$ cat src/rtl/id_hazard_ctrl_pkg.sv
// Shared constants, types and helpers for the decode-stage hazard scoreboard.
// The optional ID_HAZARD_FWD_EN macro is consumed by id_hazard_ctrl.
`ifndef RADDR_WIDTH
`define RADDR_WIDTH 5
`endif
`ifndef ZERO_REG
`define ZERO_REG 0
`endif
`ifndef HZ_MAX_INFLIGHT
`define HZ_MAX_INFLIGHT 4
`endif
`ifndef HZ_CNT_W
`define HZ_CNT_W 3
`endif
`ifndef STALL_ENABLE
`define STALL_ENABLE 1'b1
`endif
`ifndef STALL_DISABLE
`define STALL_DISABLE 1'b0
`endif

package id_hazard_ctrl_pkg;

  localparam int unsigned RADDR_W         = `RADDR_WIDTH;
  localparam int unsigned NUM_REGS        = 1 << RADDR_W;
  localparam int unsigned HZ_MAX_INFLIGHT = `HZ_MAX_INFLIGHT;
  localparam int unsigned HZ_CNT_W        = `HZ_CNT_W;

  localparam logic [RADDR_W-1:0] ZERO_REG = RADDR_W'(`ZERO_REG);
  localparam logic               STALL_EN  = `STALL_ENABLE;
  localparam logic               STALL_DIS = `STALL_DISABLE;

  // One source-operand read request from the decoder.
  typedef struct packed {
    logic               re;
    logic [RADDR_W-1:0] addr;
  } src_req_t;

  // A read can only hazard when enabled and not targeting the hard-wired zero register.
  function automatic logic src_tracked(input src_req_t s);
    return s.re & (s.addr != ZERO_REG);
  endfunction

endpackage

$ cat src/rtl/id_hz_cnt.sv
// Single up/down occupancy counter with synchronous clear and a zero flag.
module id_hz_cnt #(
  parameter int unsigned W = 3
) (
  input  logic         clk,
  input  logic         rst_n,
  input  logic         i_inc,
  input  logic         i_dec,
  input  logic         i_clr,
  output logic [W-1:0] o_cnt,
  output logic         o_zero_c
);

  logic [W-1:0] r_cnt;

  // Simultaneous inc and dec cancel; clear wins over both.
  always_ff @(posedge clk or negedge rst_n) begin
    if (!rst_n) begin
      r_cnt <= '0;
    end else if (i_clr) begin
      r_cnt <= '0;
    end else if (i_inc & ~i_dec) begin
      r_cnt <= r_cnt + W'(1);
    end else if (i_dec & ~i_inc) begin
      r_cnt <= r_cnt - W'(1);
    end
  end

  assign o_cnt    = r_cnt;
  assign o_zero_c = (r_cnt == '0);

endmodule

$ cat src/rtl/id_hazard_ctrl.sv
// Issue-stage scoreboard: tracks pending register writes, stalls RAW hazards and
// throttles issue at the in-flight budget. Define ID_HAZARD_FWD_EN for same-cycle writeback bypass.
module id_hazard_ctrl
  import id_hazard_ctrl_pkg::*;
#(
  parameter int unsigned MAX_INFLIGHT = HZ_MAX_INFLIGHT,
  parameter int unsigned CNT_W        = HZ_CNT_W
) (
  input  logic               clk,
  input  logic               rst_n,
  input  logic               flush_i,
  input  logic               issue_valid_i,
  input  logic               reg1_re_i,
  input  logic [RADDR_W-1:0] reg1_raddr_i,
  input  logic               reg2_re_i,
  input  logic [RADDR_W-1:0] reg2_raddr_i,
  input  logic               reg_we_i,
  input  logic [RADDR_W-1:0] reg_waddr_i,
  input  logic               wb_valid_i,
  input  logic [RADDR_W-1:0] wb_waddr_i,
  output logic               stall_o,
  output logic               issue_o,
  output logic [CNT_W-1:0]   inflight_o,
  output logic               err_o
);

  src_req_t         w_src1;
  src_req_t         w_src2;
  logic [CNT_W-1:0] w_pend [NUM_REGS];
  logic             w_zero [NUM_REGS];
  logic [CNT_W-1:0] w_tot;
  logic             w_tot_zero;
  logic             w_wb;
  logic             w_full;
  logic             w_byp1;
  logic             w_byp2;
  logic             w_hz1;
  logic             w_hz2;
  logic             w_stall_c;
  logic             w_issue_c;
  logic             w_alloc;
  logic             w_ret;
  logic             w_undf;
  logic             w_dec_ok;
  logic             r_err;

  assign w_src1 = '{re: reg1_re_i, addr: reg1_raddr_i};
  assign w_src2 = '{re: reg2_re_i, addr: reg2_raddr_i};

  // x0 has no counter; it always reads as idle.
  assign w_pend[0] = '0;
  assign w_zero[0] = 1'b1;

`ifdef ID_HAZARD_FWD_EN
  // Last outstanding write retiring this cycle can feed the consumer from the bypass path.
  assign w_byp1 = wb_valid_i & (wb_waddr_i == w_src1.addr) & (w_pend[w_src1.addr] == CNT_W'(1));
  assign w_byp2 = wb_valid_i & (wb_waddr_i == w_src2.addr) & (w_pend[w_src2.addr] == CNT_W'(1));
`else
  assign w_byp1 = 1'b0;
  assign w_byp2 = 1'b0;
`endif

  assign w_hz1 = src_tracked(w_src1) & (w_pend[w_src1.addr] != '0) & ~w_byp1;
  assign w_hz2 = src_tracked(w_src2) & (w_pend[w_src2.addr] != '0) & ~w_byp2;

  assign w_wb   = reg_we_i & (reg_waddr_i != ZERO_REG);
  assign w_full = (w_tot == CNT_W'(MAX_INFLIGHT)) & w_wb;

  assign w_stall_c = issue_valid_i & ~flush_i & (w_hz1 | w_hz2 | w_full);
  assign w_issue_c = issue_valid_i & ~flush_i & ~w_stall_c;
  assign w_alloc   = w_issue_c & w_wb;

  assign stall_o = w_stall_c ? STALL_EN : STALL_DIS;
  assign issue_o = w_issue_c;

  // Retire checks registered occupancy; a retire with nothing pending is a protocol error.
  assign w_ret    = wb_valid_i & ~flush_i & (wb_waddr_i != ZERO_REG);
  assign w_undf   = w_ret & (w_zero[wb_waddr_i] | w_tot_zero);
  assign w_dec_ok = w_ret & ~w_undf;

  for (genvar g = 1; g < NUM_REGS; g++) begin : g_pend
    logic w_inc;
    logic w_dec;

    assign w_inc = w_alloc  & (reg_waddr_i == RADDR_W'(g));
    assign w_dec = w_dec_ok & (wb_waddr_i  == RADDR_W'(g));

    id_hz_cnt #(
      .W (CNT_W)
    ) u_cnt (
      .clk      (clk),
      .rst_n    (rst_n),
      .i_inc    (w_inc),
      .i_dec    (w_dec),
      .i_clr    (flush_i),
      .o_cnt    (w_pend[g]),
      .o_zero_c (w_zero[g])
    );
  end

  id_hz_cnt #(
    .W (CNT_W)
  ) u_tot (
    .clk      (clk),
    .rst_n    (rst_n),
    .i_inc    (w_alloc),
    .i_dec    (w_dec_ok),
    .i_clr    (flush_i),
    .o_cnt    (w_tot),
    .o_zero_c (w_tot_zero)
  );

  always_ff @(posedge clk or negedge rst_n) begin
    if (!rst_n) begin
      r_err <= 1'b0;
    end else if (flush_i) begin
      r_err <= 1'b0;
    end else if (w_undf) begin
      r_err <= 1'b1;
    end
  end

  assign inflight_o = w_tot;
  assign err_o      = r_err;

endmodule

$ cat config.mk
export PLATFORM = sky130hd
export DESIGN_NAME = id_hazard_ctrl
export DESIGN_NICKNAME = d
export VERILOG_FILES = /design/src/rtl/id_hazard_ctrl_pkg.sv /design/src/rtl/id_hz_cnt.sv /design/src/rtl/id_hazard_ctrl.sv
export SDC_FILE = /design/constraint.sdc
export NUM_CORES = 1
export LEC_CHECK = 0
export CORE_MARGIN = 2
export CORE_UTILIZATION = 25
export CTS_CLUSTER_DIAMETER = 120
export DETAILED_ROUTE_END_ITERATION = 12
export DONT_BUFFER_PORTS = 1
export SLEW_MARGIN = 10
export SYNTH_ARGS = -nofsm -noshare
export SYNTH_HDL_FRONTEND = slang
export SYNTH_SLANG_ARGS = --single-unit
$ cat constraint.sdc
create_clock -name clk -period 5.3 [get_ports clk]
set_clock_uncertainty 0.2 [all_clocks]
set_input_delay 0.53 -clock clk [delete_from_list [all_inputs] [get_ports clk]]
set_output_delay 0.53 -clock clk [all_outputs]
set_load 0.005 [all_outputs]
# After elaboration in Yosys (flattened, before gate mapping)
# Index checks and enable logic that the tools add are counted.
[totals]
register_bits = 97
word_cells = 555
input_bits = 28
[op_classes]
bitwise_logic = 213
mux = 108
eq_ne = 63
n_lt_le_gt_ge = 3
n_addsub = 64
n_reduce_logical = 71
[op_table]
columns = ["operator", "n"]
rows = [
  ["3-bit two-way mux", 100],
  ["5-bit == test, second input constant", 32],
  ["1-bit bitwise AND", 140],
  ["3-bit nonzero test", 34],
  ["3-bit by 1-bit adder with 3-bit output, second input constant", 32],
  ["3-bit logical NOT", 32],
  ["3-bit by 1-bit subtractor with 3-bit output, second input constant", 32],
  ["5-bit by 4-bit == test with 1-bit output, second input constant", 16],
  ["1-bit inverter", 67],
  ["5-bit by 3-bit == test with 1-bit output, second input constant", 8],
  ["3-bit binary-select mux with 5-bit select", 2],
  ["5-bit by 2-bit == test with 1-bit output, second input constant", 4],
  ["5-bit nonzero test", 4],
  ["6-bit greater-or-equal comparator, second input constant", 3],
  ["5-bit inverter with 6-bit output", 3],
  ["5-bit by 1-bit == test with 1-bit output, second input constant", 2],
  ["1-bit binary-select mux with 5-bit select", 1],
  ["1-bit two-way mux", 5],
  ["3-bit == test, second input constant", 1],
  ["1-bit bitwise OR", 3],
  ["2-bit nonzero test", 1],
]

# Logic depth before layout (Yosys ltp)
# Gate-level depths: netlist of run 1.
[logic_depth]
ltp_word = 18
depth_mapped = 18
mapped_depth_nobuf = 12

# Modules after synthesis
# A second synthesis of run 1 with hierarchy kept.
[unflattened]
cells_unflattened = 874
hier_area_um2 = 7478.4
[by_module_without_submodules]
columns = ["mod", "seq_area_each_um2", "n_inst", "area_per_inst_um2", "cells_per_inst"]
rows = [
  ["id_hz_cnt", 75.1, 32, 173.9, 18],
  ["id_hazard_ctrl", 25.0, 1, 1913.1, 298],
]

# Worst setup path before layout of run 1
# Ideal clock, no wire load.
[synth_timing]
kind = "input-to-reg"
startpoint = "in reg1_raddr_i[0]"
endpoint = "reg g_pend[31].u_cnt.r_cnt[2]"
cell_stages = 15
slack_ns = 0.942
arrival_ns = 4.034
required_ns = 4.975
cell_sequence = "buf_2 -> inv_1 -> mux4_2 -> a221o_1 -> a21oi_1 -> or3_1 -> buf_2 -> buf_1 -> clkbuf_1 -> buf_1 -> nor4_1 -> fa_1 -> and2_1 -> mux2i_1 -> mux2_2"
[synth_via]
elab_chain_cells = 16
word_cells_on_any_way = 21
cone_classes = "mux (5); bitwise (13); reduce/logical (3)"
[synth_lines]
columns = ["element", "line_no", "source"]
rows = [
  ["start, declared", "id_hazard_ctrl.sv:14", "input logic [RADDR_W-1:0] reg1_raddr_i,"],
  ["5-bit inverter with 6-bit output (implied by the code)", "id_hazard_ctrl.sv:63", "assign w_hz1 = src_tracked(w_src1) & (w_pend[w_src1.addr] != '0) & ~w_byp1;"],
  ["3-bit binary-select mux with 5-bit select", "id_hazard_ctrl.sv:63", ""],
  ["3-bit two-way mux (implied by the code) (2 in series)", "id_hazard_ctrl.sv:63", ""],
  ["3-bit nonzero test", "id_hazard_ctrl.sv:63", ""],
  ["1-bit bitwise AND (*)", "id_hazard_ctrl.sv:63", ""],
  ["1-bit bitwise OR (*) (2 in series)", "id_hazard_ctrl.sv:69", "assign w_stall_c = issue_valid_i & ~flush_i & (w_hz1 | w_hz2 | w_full);"],
  ["1-bit bitwise AND (*)", "id_hazard_ctrl.sv:69", ""],
  ["1-bit inverter (*)", "id_hazard_ctrl.sv:70", "assign w_issue_c = issue_valid_i & ~flush_i & ~w_stall_c;"],
  ["1-bit bitwise AND (*)", "id_hazard_ctrl.sv:70", ""],
  ["1-bit bitwise AND (*)", "id_hazard_ctrl.sv:71", "assign w_alloc = w_issue_c & w_wb;"],
  ["1-bit bitwise AND (*)", "id_hazard_ctrl.sv:85", "assign w_inc = w_alloc & (reg_waddr_i == RADDR_W'(g));"],
  ["1-bit bitwise AND / 1-bit inverter (equally long branches)", "id_hz_cnt.sv:22, id_hz_cnt.sv:24", ""],
  ["3-bit two-way mux / 1-bit bitwise AND (equally long branches)", "id_hz_cnt.sv:22, id_hz_cnt.sv:24", ""],
  ["3-bit two-way mux / 3-bit nonzero test (equally long branches)", "n/a", ""],
  ["end signal, assigned", "id_hz_cnt.sv:23", "r_cnt <= r_cnt + W'(1);"],
  ["end signal, assigned", "id_hz_cnt.sv:25", "r_cnt <= r_cnt - W'(1);"],
  ["end, declared", "id_hz_cnt.sv:14", "logic [W-1:0] r_cnt;"],
]
# Mark *: on every way between the ends. The rest lies on a longest branch, timed or not. The select of a mux whose other input is x is not followed.
# A chain may end at the register's enable or synchronous reset.

# Final worst setup path of run 1
[layout_timing]
startpoint = "reg g_pend[17].u_cnt.r_cnt[0]"
endpoint = "reg g_pend[29].u_cnt.r_cnt[2]"
[layout_via]
elab_chain_cells = 15
word_cells_on_any_way = 33
cone_classes = "mux (11); bitwise (18); reduce/logical (4)"
[layout_lines]
columns = ["element", "line_no"]
rows = [
  ["start, declared", "id_hz_cnt.sv:14"],
  ["start signal, assigned", "id_hz_cnt.sv:23"],
  ["start signal, assigned", "id_hz_cnt.sv:25"],
  ["3-bit binary-select mux with 5-bit select, on equally long branches", "id_hazard_ctrl.sv:63, id_hazard_ctrl.sv:64"],
  ["3-bit two-way mux, on equally long branches (2 in series)", "id_hazard_ctrl.sv:63, id_hazard_ctrl.sv:64"],
  ["3-bit nonzero test, on equally long branches", "id_hazard_ctrl.sv:63, id_hazard_ctrl.sv:64"],
  ["1-bit bitwise AND, on equally long branches", "id_hazard_ctrl.sv:63, id_hazard_ctrl.sv:64"],
  ["1-bit bitwise OR (2 in series)", "id_hazard_ctrl.sv:69"],
  ["1-bit bitwise AND", "id_hazard_ctrl.sv:69"],
  ["1-bit inverter", "id_hazard_ctrl.sv:70"],
  ["1-bit bitwise AND", "id_hazard_ctrl.sv:70"],
  ["1-bit bitwise AND", "id_hazard_ctrl.sv:71"],
  ["1-bit bitwise AND", "id_hazard_ctrl.sv:85"],
  ["1-bit bitwise AND / 1-bit inverter (equally long branches)", "id_hz_cnt.sv:22, id_hz_cnt.sv:24"],
  ["3-bit two-way mux / 1-bit bitwise AND (equally long branches)", "id_hz_cnt.sv:22, id_hz_cnt.sv:24"],
  ["3-bit two-way mux / 3-bit nonzero test (equally long branches)", "n/a"],
  ["end signal, assigned", "id_hz_cnt.sv:23"],
  ["end signal, assigned", "id_hz_cnt.sv:25"],
  ["end, declared", "id_hz_cnt.sv:14"],
]
# Several ways; a longest one is shown, not always the timed one. The select of a mux whose other input is x is not followed.

==> results of run 1 <==
==> cell usage in the layout (no fill, tap or decap), types with 7 or more instances in the layout <==
| cell type | instances |
|---|---|
| sky130_fd_sc_hd__nor4_1 | 43 |
| sky130_fd_sc_hd__xor2_1 | 14 |
| sky130_fd_sc_hd__buf_4 | 14 |
| sky130_fd_sc_hd__and3_1 | 9 |
| sky130_fd_sc_hd__nand2_1 | 80 |
| sky130_fd_sc_hd__dfrtp_1 | 97 |
| sky130_fd_sc_hd__nand4_1 | 35 |
| sky130_fd_sc_hd__or2_2 | 7 |
| sky130_fd_sc_hd__mux2i_1 | 84 |
| sky130_fd_sc_hd__or3_1 | 10 |
| sky130_fd_sc_hd__and2_1 | 22 |
| sky130_fd_sc_hd__nor4b_1 | 7 |
| sky130_fd_sc_hd__nor3_1 | 60 |
| sky130_fd_sc_hd__fa_1 | 32 |
| sky130_fd_sc_hd__inv_1 | 76 |
| sky130_fd_sc_hd__nor2b_1 | 28 |
| sky130_fd_sc_hd__mux2_2 | 36 |
| sky130_fd_sc_hd__nor3_2 | 27 |
| sky130_fd_sc_hd__nand3_1 | 10 |
| sky130_fd_sc_hd__xnor2_1 | 17 |
| sky130_fd_sc_hd__clkbuf_16 | 9 |
| sky130_fd_sc_hd__mux4_2 | 13 |
| sky130_fd_sc_hd__nor2_1 | 101 |
| sky130_fd_sc_hd__a21oi_1 | 15 |
==> area by class of cell <==
cell class                      instances  area share, %
Clock buffer                            9           2.40
Clock inverter                          7           1.27
Inverter                               77           3.08
Multi-Input combinational cell        743           59.7
Sequential cell                        97           25.9
Tap cell                              448           5.97
Timing Repair Buffer                   17           1.73
==> cell families (layout without fill, tap and decap cells) <==
kind of cell / after synthesis / in the layout / share of synthesized area (%)
muxes: 133 / 133 / 17.9
adders and majority gates: 32 / 32 / 7.47
DFF: 97 / 97 / 28.3
and+or+nand+nor: 459 / 459 / 28.8
xor gates and xnor gates: 31 / 31 / 3.17
AOI/OAI and AO/OA: 88 / 88 / 7.78
buffers and inverters: 140 / 110 / 6.58
==> worst max-delay path: stages (launching register included) <==
cell,delay (ns)
sky130_fd_sc_hd__dfrtp_1,0.41
sky130_fd_sc_hd__or3_1,0.45
sky130_fd_sc_hd__mux4_2,0.50
sky130_fd_sc_hd__or4_1,0.43
sky130_fd_sc_hd__o311a_1,0.16
sky130_fd_sc_hd__and2_2,0.41
sky130_fd_sc_hd__buf_4,0.33
sky130_fd_sc_hd__nor4_1,0.37
sky130_fd_sc_hd__fa_1,0.26
sky130_fd_sc_hd__inv_1,0.05
sky130_fd_sc_hd__nor3_1,0.17
sky130_fd_sc_hd__a21boi_0,0.26
sky130_fd_sc_hd__nor3_1,0.08
sky130_fd_sc_hd__nor3_1,0.18
==> layer usage <==
metal	vias to the layer above	global-route usage [%]	share of wire, %
li1	3426	-	-
met1	3574	18.0	43
met2	227	24.2	48
met3	43	3.50	6.5
met4	0	5.43	2.8
met5	-	0	0
==> registers in the layout, indices dropped and copies added, names as in the netlist <==
signal              count
err_o                   1
u_tot.o_cnt             3
g_pend.u_cnt.o_cnt     93
==> worst min-delay path by stage <==
stage,startpoint,to,cells after the start
2_1_floorplan,rst_n,err_o,0
6_report,flush_i,err_o,1
3_3_place_gp,rst_n,g_pend[24].u_cnt.o_cnt[1],0
3_5_place_dp,rst_n,g_pend[26].u_cnt.o_cnt[1],0
5_1_grt,flush_i,err_o,1
4_1_cts,flush_i,err_o,1
==> where the power goes <==
part	total, W	internal (W)	switching [W]
Clock	0.000773	0.000462	0.000312
Combinational	0.000275	0.0000812	0.000194
Sequential	0.000766	0.000750	0.0000157
Total	0.00181	0.00129	0.000521
==> stage by stage <==
step,hold WS [ns],cell area (um2),setup slack (ns),utilization (%)
after floorplan,0.0344,8580,0.942,-
after global placement,0.0379,9000,1.07,26.7
after global routing,0.0210,9380,0.563,27.8
final,0.0379,9380,0.955,27.8
after CTS,0.0253,9380,0.973,27.8
after detailed placement,0.0368,9000,0.998,26.7
==> timing repair <==
action	CTS	global route
hold buffers	2	0
buffers inserted	0	0
resized for setup	0	0
endpoints found under the hold margin	97	0
==> impl_summary.log, run 1 <==
[metrics] sequential share of the synthesized area: between 20% and 30%
[metrics] final period demand of the worst path: 4.34 ns
[metrics] clock transition at the register clock pins on the worst setup and hold paths after CTS: around 0.070 ns
[metrics] destination of the worst register-to-register timing path: g_pend[29].u_cnt.o_cnt[2]
[metrics] Core Area: between 30000 and 40000 um2
[metrics] data arrival at the endpoint of the critical path: 4.42 ns
[metrics] leading post-synthesis cells by cell area: sky130_fd_sc_hd__dfrtp_1, sky130_fd_sc_hd__mux2i_1, sky130_fd_sc_hd__fa_1
[metrics] register area: about 2400 um2
[metrics] R2R Path Start: g_pend[17].u_cnt.o_cnt[0]
[metrics] relative slew slack: 33.6%
[metrics] pin count of the biggest net entering global routing: 98
[metrics] fraction of final layout cells sized beyond drive strength 1: roughly 13%
[metrics] async set-or-reset flop fraction in the synthesized netlist: 100%
[metrics] Routed WL per cell: roughly 18 um
[metrics] Power Total: between 0.0015 and 0.002 W
[metrics] dominant register cell in the synthesized netlist: sky130_fd_sc_hd__dfrtp_1
[metrics] via density per instance: approximately 5.2
[metrics] Post-Syn Nets: ~1000
[metrics] Vias: about 7300
[metrics] Max FO, Critical Path: 28
[metrics] clock tree from TritonCTS: done
[metrics] VDD IR-drop max: between 150 and 200 uV
[metrics] combined global-route utilization of all metal layers: between 10% and 20%
[metrics] GPL Wtd Cong: a little over 0.9
[metrics] Setup TNS Final: 0 ns
[metrics] reg2reg path depth: 13
[metrics] total die area: ~36000 um2
[metrics] post-layout instance count excluding filler cells: 1398
[metrics] area added between synthesis and finish: 9.38%
[metrics] final count of pins violating max slew: 0
[metrics] leakage power: 3.76 nW
[metrics] count of nets left with antenna violations after detail routing: 0
[metrics] final wirelength: 25.3 mm
[metrics] clock latency of the later-clocked register in the worst-skew pair: about 0.37 ns
[metrics] nets@finish: ~1000
[metrics] count of filler cells inserted in the layout: between 3000 and 4000
[metrics] worst path required time: roughly 5.4 ns
[metrics] Post-Syn Instances: 980
[metrics] number of enable-type register cells in the synthesized netlist: 0
[metrics] global route overflow: 0
[metrics] startpoint type of the worst setup path: register
[metrics] crit share post-route: approximately 80%
[metrics] number of warnings printed during yosys synthesis: 0
[metrics] Critical Setup Path Class: register to register
[metrics] starting DRC count in detailed routing: 552
[metrics] total number of placement rows: 67
[metrics] number of antenna violations at the first check in global routing: 0
[metrics] wire length of the first global-routing pass: about 41 mm
[metrics] maximum count of clock buffers along a single path: 2
[metrics] area of combinational cells with multiple inputs: around 5600 um2
[metrics] antenna diode instance count: 0
[metrics] CTS sink cnt: slightly below 100
[metrics] count of buffers inserted at the top-level ports: 0
[metrics] number of failing setup endpoints in the final timing report: 0
[metrics] destination of the critical timing path: g_pend[29].u_cnt.o_cnt[2]
[metrics] largest area contributor in the synthesized netlist: sky130_fd_sc_hd__dfrtp_1
[metrics] DIE WIDTH: ~190 um
[metrics] flop2flop setup slack: 0.96 ns
[metrics] number of global-route vias before repair: around 7200
[metrics] cell types with the highest counts after synthesis: sky130_fd_sc_hd__nor2_1, sky130_fd_sc_hd__dfrtp_1, sky130_fd_sc_hd__mux2i_1
[metrics] synthesized cell area: approximately 8600 um2
[metrics] CTS Root Buffer Type: sky130_fd_sc_hd__clkbuf_16
[metrics] slew of the pin with the lowest slew margin: just under 1 ns
[metrics] category of the worst setup path capture point: register
[metrics] Die Span Y: roughly 190 um
[metrics] Cells after DPL: 1380
[metrics] residual DRC count: 0
[metrics] status: finished, final reports clean
[metrics] syn_area_per_cell: 8.75 um2
[metrics] RSZ-0062 raised after global routing: false
[metrics] share of Yosys cell area claimed by the top area cell type: roughly 28%
[metrics] detailed-router iteration count before antenna repair: 5
[metrics] dpl hpwl: about 19 mm
[metrics] clock buffers created by TritonCTS: 9
[metrics] class of the tightest hold or removal check: primary input to register
[metrics] effective utilization at floorplan: between 20% and 30%
[metrics] final hold violation count: 0
[metrics] most common cell in the synthesized netlist: sky130_fd_sc_hd__nor2_1
[metrics] maximum operating frequency: 230 MHz
[metrics] Seq cells post-synth: slightly below 100
[metrics] number of distinct standard cells referenced by the synthesized netlist: 60
[metrics] crit path launch: g_pend[17].u_cnt.o_cnt[0]
[metrics] total power divided by cell area: 193 nW/um2
[metrics] number of H-tree levels: 3
[metrics] count of boundary I/O pins: 34
[metrics] # Max-Cap Violations: 0
Power figures use the tool's default switching activity.
==> run 2, diff against run 1 <==
- clock period: 5.3 -> 4.55 ns (I/O delays scaled with it)
==> impl_summary.log, run 2 (synthesis results as in run 1) <==
[metrics] status: finished, final reports clean
[metrics] clock latency of the later-clocked register in the worst-skew pair: 0.37 ns (about the same)
[metrics] residual DRC count: 0 (unchanged)
[metrics] number of H-tree levels: 3 (unchanged)
[metrics] combined global-route utilization of all metal layers: 15.0% (+0.55 points)
[metrics] slowest stage delay, CP: 0.52 ns (+0.02 ns)
[metrics] CTS Root Buffer Type: sky130_fd_sc_hd__clkbuf_16
[metrics] effective utilization at floorplan: 25.5% (unchanged)
[metrics] destination of the worst register-to-register timing path: g_pend[30].u_cnt.o_cnt[2]
[metrics] data arrival at the endpoint of the critical path: 4.30 ns (-0.12 ns)
[metrics] total power divided by cell area: 218 nW/um2 (+13%)
[metrics] total die area: 35800 um2 (unchanged)
[metrics] clock tree from TritonCTS: done
[metrics] DIE WIDTH: 189 um (unchanged)
[metrics] Setup TNS Final: 0 ns (unchanged)
[metrics] Die Span Y: 189 um (unchanged)
[metrics] startpoint type of the worst setup path: register
[metrics] Power Total: 0.00206 W (+14%)
[metrics] final period demand of the worst path: 4.24 ns (-0.102 ns)
[metrics] Vias: 7485 (+3.0%)
[metrics] VDD IR-drop max: 150 uV (-1.9%)
[metrics] clock transition at the register clock pins on the worst setup and hold paths after CTS: 0.07 ns (about the same)
[metrics] detailed-router iteration count before antenna repair: 5 (unchanged)
[metrics] series of cell instances along the critical path: or3_1 > mux4_2 > or4_1 > o311a_1 > and2_2 > buf_4 > nor4_1 > fa_1 > nor2_1 > a21oi_1 > mux2_2
[metrics] count of boundary I/O pins: 34 (unchanged)
[metrics] via density per instance: 5.29 (+1.8%)
[metrics] worst-path cell with the longest stage delay: sky130_fd_sc_hd__mux4_2
[metrics] class of the tightest hold or removal check: primary input to register
[metrics] maximum count of clock buffers along a single path: 2 (unchanged)
[metrics] pin count of the biggest net entering global routing: 98 (unchanged)
[metrics] GPL Wtd Cong: 0.912 (-2.5%)
[metrics] crit share post-route: 93.2% (+11 points)
[metrics] # Max-Cap Violations: 0 (unchanged)
[metrics] fraction of final layout cells sized beyond drive strength 1: 14.0% (+1.3 points)
[metrics] reg2reg path depth: 11 (-2)
[metrics] worst path required time: 4.60 ns (-0.77 ns)
[metrics] total number of placement rows: 67 (unchanged)
[metrics] Max FO, Critical Path: 27 (-3.6%)
[metrics] nets@finish: 1021 (+1.6%)
[metrics] flip-flop count of the largest register after layout: 93 (unchanged)
[metrics] area added between synthesis and finish: 10.4%
[metrics] clock buffers created by TritonCTS: 9 (unchanged)
[metrics] maximum operating frequency: 236 MHz (+2.4%)
[metrics] leakage power: 3.84 nW (+2.0%)
[metrics] count of filler cells inserted in the layout: 3605 (+1.1%)
[metrics] final hold violation count: 0 (unchanged)
[metrics] count of buffers inserted at the top-level ports: 0 (unchanged)
[metrics] antenna diode instance count: 0 (unchanged)
[metrics] global route overflow: 0 (unchanged)
[metrics] final count of pins violating max slew: 0 (unchanged)
[metrics] category of the worst setup path capture point: register
[metrics] slew of the pin with the lowest slew margin: 0.999 ns (+0.0121 ns)
[metrics] leading cell type in the layout, fill and taps excluded: sky130_fd_sc_hd__nor2_1
[metrics] crit path launch: g_pend[18].u_cnt.o_cnt[0]
[metrics] starting DRC count in detailed routing: 590 (+6.9%)
[metrics] wire length of the first global-routing pass: 41.8 mm (+3.1%)
[metrics] count of nets left with antenna violations after detail routing: 0 (unchanged)
[metrics] number of global-route vias before repair: 7321 (+1.5%)
[metrics] number of failing setup endpoints in the final timing report: 0 (unchanged)
[metrics] flop2flop setup slack: 0.31 ns (-0.65 ns)
[metrics] destination of the critical timing path: g_pend[30].u_cnt.o_cnt[2]
[metrics] Routed WL per cell: 18.4 um (+1.8%)
[metrics] Core Area: 33700 um2 (unchanged)
[metrics] final wirelength: 26.1 mm (+3.0%)
[metrics] RSZ-0062 raised after global routing: false
[metrics] relative slew slack: 33.3% (-0.33 points)
[metrics] R2R Path Start: g_pend[18].u_cnt.o_cnt[0]
[metrics] CTS sink cnt: 97 (unchanged)
[metrics] dpl hpwl: 18.9 mm (+1.2%)
[metrics] Critical Setup Path Class: register to register
[metrics] number of antenna violations at the first check in global routing: 0 (unchanged)
[metrics] most used cells in the layout excluding fill and tap cells: sky130_fd_sc_hd__nor2_1, sky130_fd_sc_hd__dfrtp_1, sky130_fd_sc_hd__mux2i_1
[run 2: changes by cell type in the layout (fill, tap and decap cells not counted), sizes merged]
cell         before  now
clkinvlp          2    0
clkinv            2    5
buf              16   31
dlygate4sd3       1    2
bufinv            3    2
[run 2: cell type report]
type                            count  area [um2]  area share (%)
Timing Repair Buffer               33         285            3.01
Clock buffer                        9         225            2.38
Tap cell                          448         561            5.92
Inverter                           77         289            3.05
Clock inverter                      7        85.1           0.898
Sequential cell                    97        2430            25.6
Multi-Input combinational cell    743        5600            59.1
[run 2: report_power, final]
group          switching, W  internal, W  total (W)
Combinational      0.000236     0.000104   0.000339
Sequential        0.0000168     0.000874   0.000891
Clock              0.000357     0.000477   0.000834
[run 2: worst min path at each step]
stage	startpoint	endpoint	slack, ns	depth (start not counted)
finish	wb_valid_i	err_o	0.07	2
floorplan	rst_n	err_o	-0.04	0
detailed placement	rst_n	g_pend[26].u_cnt.o_cnt[0]	-0.04	0
CTS	wb_valid_i	err_o	0.05	2
global placement	rst_n	g_pend[6].u_cnt.o_cnt[0]	-0.04	0
global route	wb_valid_i	err_o	0.08	2
[run 2: metal layers]
layer | global-route usage, % | vias to the layer above | part of all wire [%]
met2 | 23.8 | 285 | 46
met4 | 7.10 | 0 | 4.2
li1 | - | 3439 | -
met1 | 19.5 | 3697 | 43
met5 | 0 | - | 0
met3 | 3.10 | 64 | 6.7
[run 2: through the flow]
stage / util, % / hold slack [ns] / area (um2) / worst slack, ns / std cells
global placement: 27.0 / -0.0373 / 9110 / 0.414 / 1395
detailed placement: 27.0 / -0.0373 / 9110 / 0.377 / 1395
CTS: 28.1 / 0.0514 / 9470 / 0.347 / 1414
finish: 28.1 / 0.0650 / 9470 / 0.307 / 1414
global route: 28.1 / 0.0798 / 9470 / 0.0775 / 1414
floorplan: - / -0.0406 / 8580 / 0.267 / 980
[run 2: what timing repair did]
| item | CTS | global route |
|---|---|---|
| setup buffers | 0 | 0 |
| hold buffers | 3 | 0 |
| setup endpoints to repair | 0 | 0 |
| gates resized for setup | 0 | 0 |
| endpoints found under the hold margin | 102 | 0 |
[run 2: worst max-delay path, delay by kind of cell, from the launching register on]
kind,cells,cell delay (ns)
AO/OA/AOI/OAI,2,0.35
adder cells (fa/ha/maj),1,0.27
multiplexers,2,0.86
flip-flops,1,0.41
buffers and inverters,1,0.32
AND/OR/NAND/NOR,5,1.70
